<file path="config.mk">
export PLATFORM = sky130hd
export DESIGN_NAME = bcd_time_counter
export DESIGN_NICKNAME = d
export VERILOG_FILES = /design/src/rtl/bcd_time_counter.sv
export SDC_FILE = /design/constraint.sdc
export NUM_CORES = 1
export LEC_CHECK = 0
export CORE_MARGIN = 2
export CORE_UTILIZATION = 37
export DETAILED_ROUTE_END_ITERATION = 8
export SLEW_MARGIN = 20
export SYNTH_ARGS = -nofsm -noshare
export SYNTH_HDL_FRONTEND = slang
export SYNTH_SLANG_ARGS = --single-unit
export TNS_END_PERCENT = 20
</file>
<file path="constraint.sdc">
create_clock -name CP -period 3.55 [get_ports CP]
set_input_delay 0.71 -clock CP [delete_from_list [all_inputs] [get_ports CP]]
set_output_delay 0.71 -clock CP [all_outputs]
set_load 0.02 [all_outputs]
</file>
<file path="src/rtl/bcd_time_counter.sv">
// 24 h packed-BCD time-of-day counter with 1 Hz prescaler and front-panel adjust buttons.
// Optional alarm compare is built when ALARM_EN is defined.
module bcd_time_counter #(
    parameter int unsigned CLK_DIV = 50_000_000,
    parameter int unsigned DIV_W   = 26
) (
    input  logic       CP,
    input  logic       CR,
    input  logic       hold,
    input  logic       adj_sec,
    input  logic       adj_min,
    input  logic       adj_hour,
`ifdef ALARM_EN
    input  logic [7:0] alarm_hour,
    input  logic [7:0] alarm_min,
    output logic       alarm,
`endif
    output logic [7:0] hour,
    output logic [7:0] minute,
    output logic [7:0] second,
    output logic       tick
);

    localparam logic [DIV_W-1:0] PRESC_LAST = DIV_W'(CLK_DIV - 1);

    logic [DIV_W-1:0] presc;
    logic             sec_prev, min_prev, hour_prev;
    logic             sec_edge, min_edge, hour_edge;
    logic             tick_fire, carry_min, carry_hour;
    logic             min_step, hour_step;
    logic [7:0]       sec_next, min_next, hour_next;

    // Increment a packed-BCD pair, returning to 00 after 'last'.
    function automatic logic [7:0] bcd_inc(input logic [7:0] v, input logic [7:0] last);
        if (v == last) return '0;
        if (v[3:0] == 4'd9) return {v[7:4] + 4'd1, 4'd0};
        return {v[7:4], v[3:0] + 4'd1};
    endfunction

    always_comb begin
        sec_edge   = adj_sec  & ~sec_prev;
        min_edge   = adj_min  & ~min_prev;
        hour_edge  = adj_hour & ~hour_prev;

        // A seconds clear owns the prescaler that cycle, so it swallows any tick.
        tick_fire  = ~hold & ~sec_edge & (presc == PRESC_LAST);
        carry_min  = tick_fire & (second == 8'h59);
        carry_hour = carry_min & (minute == 8'h59);

        // Carry and button arriving together advance the field only once.
        min_step   = carry_min  | min_edge;
        hour_step  = carry_hour | hour_edge;

        sec_next = second;
        if (sec_edge)
            sec_next = '0;
        else if (tick_fire)
            sec_next = bcd_inc(second, 8'h59);

        min_next  = min_step  ? bcd_inc(minute, 8'h59) : minute;
        hour_next = hour_step ? bcd_inc(hour,   8'h23) : hour;
    end

    always_ff @(posedge CP or posedge CR) begin
        if (CR) begin
            presc     <= '0;
            sec_prev  <= 1'b0;
            min_prev  <= 1'b0;
            hour_prev <= 1'b0;
            tick      <= 1'b0;
            second    <= '0;
            minute    <= '0;
            hour      <= '0;
        end else begin
            sec_prev  <= adj_sec;
            min_prev  <= adj_min;
            hour_prev <= adj_hour;
            tick      <= tick_fire;
            if (sec_edge || tick_fire)
                presc <= '0;
            else if (!hold)
                presc <= presc + DIV_W'(1);
            second <= sec_next;
            minute <= min_next;
            hour   <= hour_next;
        end
    end

`ifdef ALARM_EN
    logic alarm_set, alarm_clr;

    always_comb begin
        // Only a tick carry into alarm_hour:alarm_min:00 arms it; any button press disarms.
        alarm_set = carry_min & ~min_edge & ~hour_edge
                  & (min_next == alarm_min) & (hour_next == alarm_hour);
        alarm_clr = min_step | sec_edge | min_edge | hour_edge;
    end

    always_ff @(posedge CP or posedge CR) begin
        if (CR)
            alarm <= 1'b0;
        else if (alarm_set)
            alarm <= 1'b1;
        else if (alarm_clr)
            alarm <= 1'b0;
    end
`endif

endmodule
</file>
==> impl_metrics.json <==
{
  "holdCritPathClass": "flip-flop to flip-flop",
  "holdCritStartpoint": "hour[7]",
  "critical_path.top_delay_family": "simple AND/OR/NAND/NOR gates",
  "yosys.cell_count.top_type": "sky130_fd_sc_hd__dfrtp_1",
  "skew_pair_late_insertion_delay_ns": 0.31,
  "count_of_vias_placed_by_the_detailed_router": 2286,
  "postCtsHoldBufs": 0,
  "primary_ff_master_synth": "sky130_fd_sc_hd__dfrtp_1",
  "ios": 31,
  "critPathRequiredTime_ns": 3.75,
  "fin_skew_ns": 0.0113,
  "timing.max_cap.violations": 0,
  "detailedRoute.firstIterationViolations": 117,
  "postLayoutCoreUtil_pct": 45.5,
  "cts_tree": "built",
  "ys_top_cells_by_count": "sky130_fd_sc_hd__dfrtp_1 (54), sky130_fd_sc_hd__nor2_1 (43), sky130_fd_sc_hd__nand2_1 (20), sky130_fd_sc_hd__nand3_1 (18), sky130_fd_sc_hd__xor2_1 (18)",
  "synth_enable_flop_cells": 0,
  "antenna_violations_before_repair": 0,
  "setup-violations-final": 0,
  "cp_common_cell": "sky130_fd_sc_hd__or4_4",
  "detail-route-antenna-nets": 0,
  "ctsLongestPathBuffers": 2,
  "pwr-share-comb_pct": 31.6,
  "clockPowerShare_pct": 22.6,
  "syn-num-nets": 325,
  "timing.critical_path.from_type": "primary input",
  "accumulated_negative_setup_slack_ns": 0,
  "r2r_start": "presc[16]",
  "dpl.hpwl_um": 4410,
  "grt_usage_pct": 14.9,
  "synth-simple-area-share_pct": 27.6,
  "cts_sinks": 54,
  "synth.yosys.seq_area_share_pct": 45.6,
  "p_seq_share_pct": 45.8,
  "die_x_um": 93.5,
  "synth-compound-area-share_pct": 7.43,
  "timing.hold.worst_path_depth": 1,
  "power.ir.vdd_worst_mv": 0.239,
  "start_util_pct": 38.4,
  "cts_root_cell": "sky130_fd_sc_hd__clkbuf_8",
  "p_int_mw": 1.21,
  "cts_repair_resizes": 0,
  "main_combinational_cell_family_by_area_after_synthesis": "simple AND/OR/NAND/NOR gates",
  "wire_length_of_the_first_global_routing_pass_um": 10500,
  "synth.ff_latch_count": 54,
  "critical_path_arrival_ns": 3.11,
  "floorplan.die_area_um2": 8750,
  "postLayoutSetupSlackWorst_ns": 0.640,
  "netSwitchingFraction_pct": 33.8,
  "cts_post_setup_buffers_inserted": 0,
  "max_slew.worst_pin.slew_ns": 0.828,
  "route.detailed.drc": 0,
  "place.port_buffers": 30,
  "synth_area_leaders": "sky130_fd_sc_hd__dfrtp_1 (46%), sky130_fd_sc_hd__ha_1 (5.5%), sky130_fd_sc_hd__nor2_1 (5.4%), sky130_fd_sc_hd__xor2_1 (5.3%), sky130_fd_sc_hd__nand3_1 (3.0%)",
  "via_count_of_the_first_global_routing_pass": 2242,
  "yosys.area_share.xor_xnor_pct": 7.97,
  "detail_route.first_pass.iterations": 4,
  "final-max-slew-violation-count": 0,
  "flow.area_growth_from_synthesis_pct": 18.6,
  "core_area_um2": 7730,
  "critical-path-slowest-cell": "sky130_fd_sc_hd__or4_4",
  "post_layout_net_count": 361,
  "htree_levels": 2,
  "fmax_mhz": 344,
  "synth-warning-count": 0,
  "cp_cell_sequence": "clkdlybuf4s50_1 -> nand4b_1 -> or4_4 -> or4_4 -> a21boi_2 -> mux2_1",
  "adder_cell_share_of_the_synthesized_area_pct": 5.49,
  "muxShareOfSynthArea_pct": 3.08,
  "final_layout_size_suffix_gt1_share_pct": 7.29,
  "clk_transition_reported_paths_ns": 0.10,
  "timing.reg2reg.setup_slack_ns": 0.85,
  "numCtsBuffers": 5,
  "detail_route.wl_per_cell_um": 13.7,
  "worstPathBufferInverterCount": 1,
  "p_total_mw": 1.83,
  "critical_path.reg2reg.endpoint": "minute[4]",
  "setup.worst_path.end_class": "flip-flop",
  "n_fill_cell": 757,
  "final_period_minus_worst_setup_slack_ns": 2.91,
  "outcome": "completed",
  "grt_remaining_overflow": 0,
  "max-slew-margin-rel_pct": 44.4,
  "worstRegToRegCells": 5,
  "finalCritPeriodShare_pct": 82.0,
  "gpl.final_weighted_congestion": 0.771,
  "pin_count_of_the_biggest_net_entering_global_routing": 32,
  "postRouteWirelength_um": 6100,
  "hold_path_end": "hour[7]",
  "floorplan.die.height_um": 93.5,
  "count_of_inserted_antenna_diode_cells": 0,
  "syn_inst": 306,
  "rsz0062_at_grt": "false",
  "post-synth-top-area-fraction_pct": 45.6,
  "timing_hold_violations_final": 0,
  "pwr_density_cell_nw_per_um2": 520,
  "netlist_area_um2": 2970,
  "p_leak_nw": 1.45,
  "critical_path_class": "primary input to flip-flop",
  "worst_path_largest_cell_delay_ns": 0.58,
  "std_cell_rows": 32,
  "place_ws_ns": 0.291,
  "synth.distinct_cells": 53,
  "crit_path_max_fanout": 7,
  "avgSynthCellArea_um2": 9.69,
  "netlist.top_cell.by_area": "sky130_fd_sc_hd__dfrtp_1",
  "avgViaCountPerCell": 5.14,
  "synth_async_sr_flop_share_pct": 100,
  "p_sw_mw": 0.619
}
==> worst max-delay path by stage <==
| stage | start | endpoint | slack, ns | depth (start not counted) |
|---|---|---|---|---|
| after global routing | hold | minute[4] | 0.55 | 6 |
| after CTS | hold | minute[4] | 0.63 | 6 |
| after floorplan | adj_sec | minute[4] | 0.74 | 7 |
| after detailed placement | hold | minute[4] | 0.29 | 6 |
| final | hold | minute[4] | 0.64 | 6 |
| after global placement | hold | minute[4] | 0.32 | 6 |
==> registers in the layout, indices dropped and copies added (netlist names) <==
register	cells
presc	26
hour	8
minute	8
second	8
hour_prev	1
min_prev	1
sec_prev	1
tick	1
==> logic make-up after synthesis <==
kind of cell	after synthesis
xor+xnor	27
compound gates	34
fa+ha+maj	13
mux	8
buf+inv	21
simple gates	149
flops	54
==> through the flow <==
stage                     std cells  hold WS [ns]  cell area, um2
after floorplan                 306         0.505            2970
after global placement          437         0.483            3410
after detailed placement        437         0.487            3410
after CTS                       445         0.501            3520
after global routing            445         0.536            3520
final                           445         0.492            3520
==> cells in the final DEF (no fill, tap or decap), types with 3 or more instances in the layout <==
| cell | instances |
|---|---|
| sky130_fd_sc_hd__xor2_1 | 18 |
| sky130_fd_sc_hd__o22ai_1 | 3 |
| sky130_fd_sc_hd__buf_4 | 7 |
| sky130_fd_sc_hd__nand2_1 | 20 |
| sky130_fd_sc_hd__inv_1 | 12 |
| sky130_fd_sc_hd__nand4_1 | 10 |
| sky130_fd_sc_hd__nor2_1 | 43 |
| sky130_fd_sc_hd__nor3b_1 | 3 |
| sky130_fd_sc_hd__nor2b_1 | 4 |
| sky130_fd_sc_hd__and3b_1 | 5 |
| sky130_fd_sc_hd__mux2_1 | 3 |
| sky130_fd_sc_hd__nand3_1 | 18 |
| sky130_fd_sc_hd__o21ai_0 | 9 |
| sky130_fd_sc_hd__xnor2_1 | 9 |
| sky130_fd_sc_hd__nor4_1 | 3 |
| sky130_fd_sc_hd__dfrtp_1 | 54 |
| sky130_fd_sc_hd__clkdlybuf4s50_1 | 30 |
| sky130_fd_sc_hd__and4_1 | 3 |
| sky130_fd_sc_hd__a21oi_1 | 8 |
| sky130_fd_sc_hd__ha_1 | 13 |
| sky130_fd_sc_hd__or3_1 | 6 |
| sky130_fd_sc_hd__clkbuf_8 | 5 |
| sky130_fd_sc_hd__nand2b_1 | 4 |
| sky130_fd_sc_hd__nor3_1 | 8 |
| sky130_fd_sc_hd__or4_1 | 4 |
==> metal layers <==
metal / part of all wire [%] / routed length [um] / track usage [%]
met1: 50 / 3050 / 20.1
met4: 0.25 / 15 / 3.68
met2: 47 / 2850 / 24.9
met5: 0 / 0 / 0
met3: 2.9 / 179 / 2.74
==> cell type report <==
type                    count  area (um2)  share of cell area (%)
multi-input cells         231        1530                    43.4
flip-flops and latches     54        1350                    38.4
repair buffers             37         353                    10.0
well taps                 102         128                    3.63
clock buffers               6        72.6                    2.06
inverters                  13        48.8                    1.39
clock inverters             2        37.5                    1.07
==> power groups by stage <==
stage                     clock [mW]  sequential [mW]  combinational [mW]
final                          0.413            0.839               0.578
after global routing           0.449            0.857               0.635
after CTS                      0.425            0.837               0.585
after detailed placement           0            0.850               0.583
after global placement             0            0.851               0.572
after floorplan                    0            0.920               0.267
No activity file was read; power rests on OpenSTA's default activity.
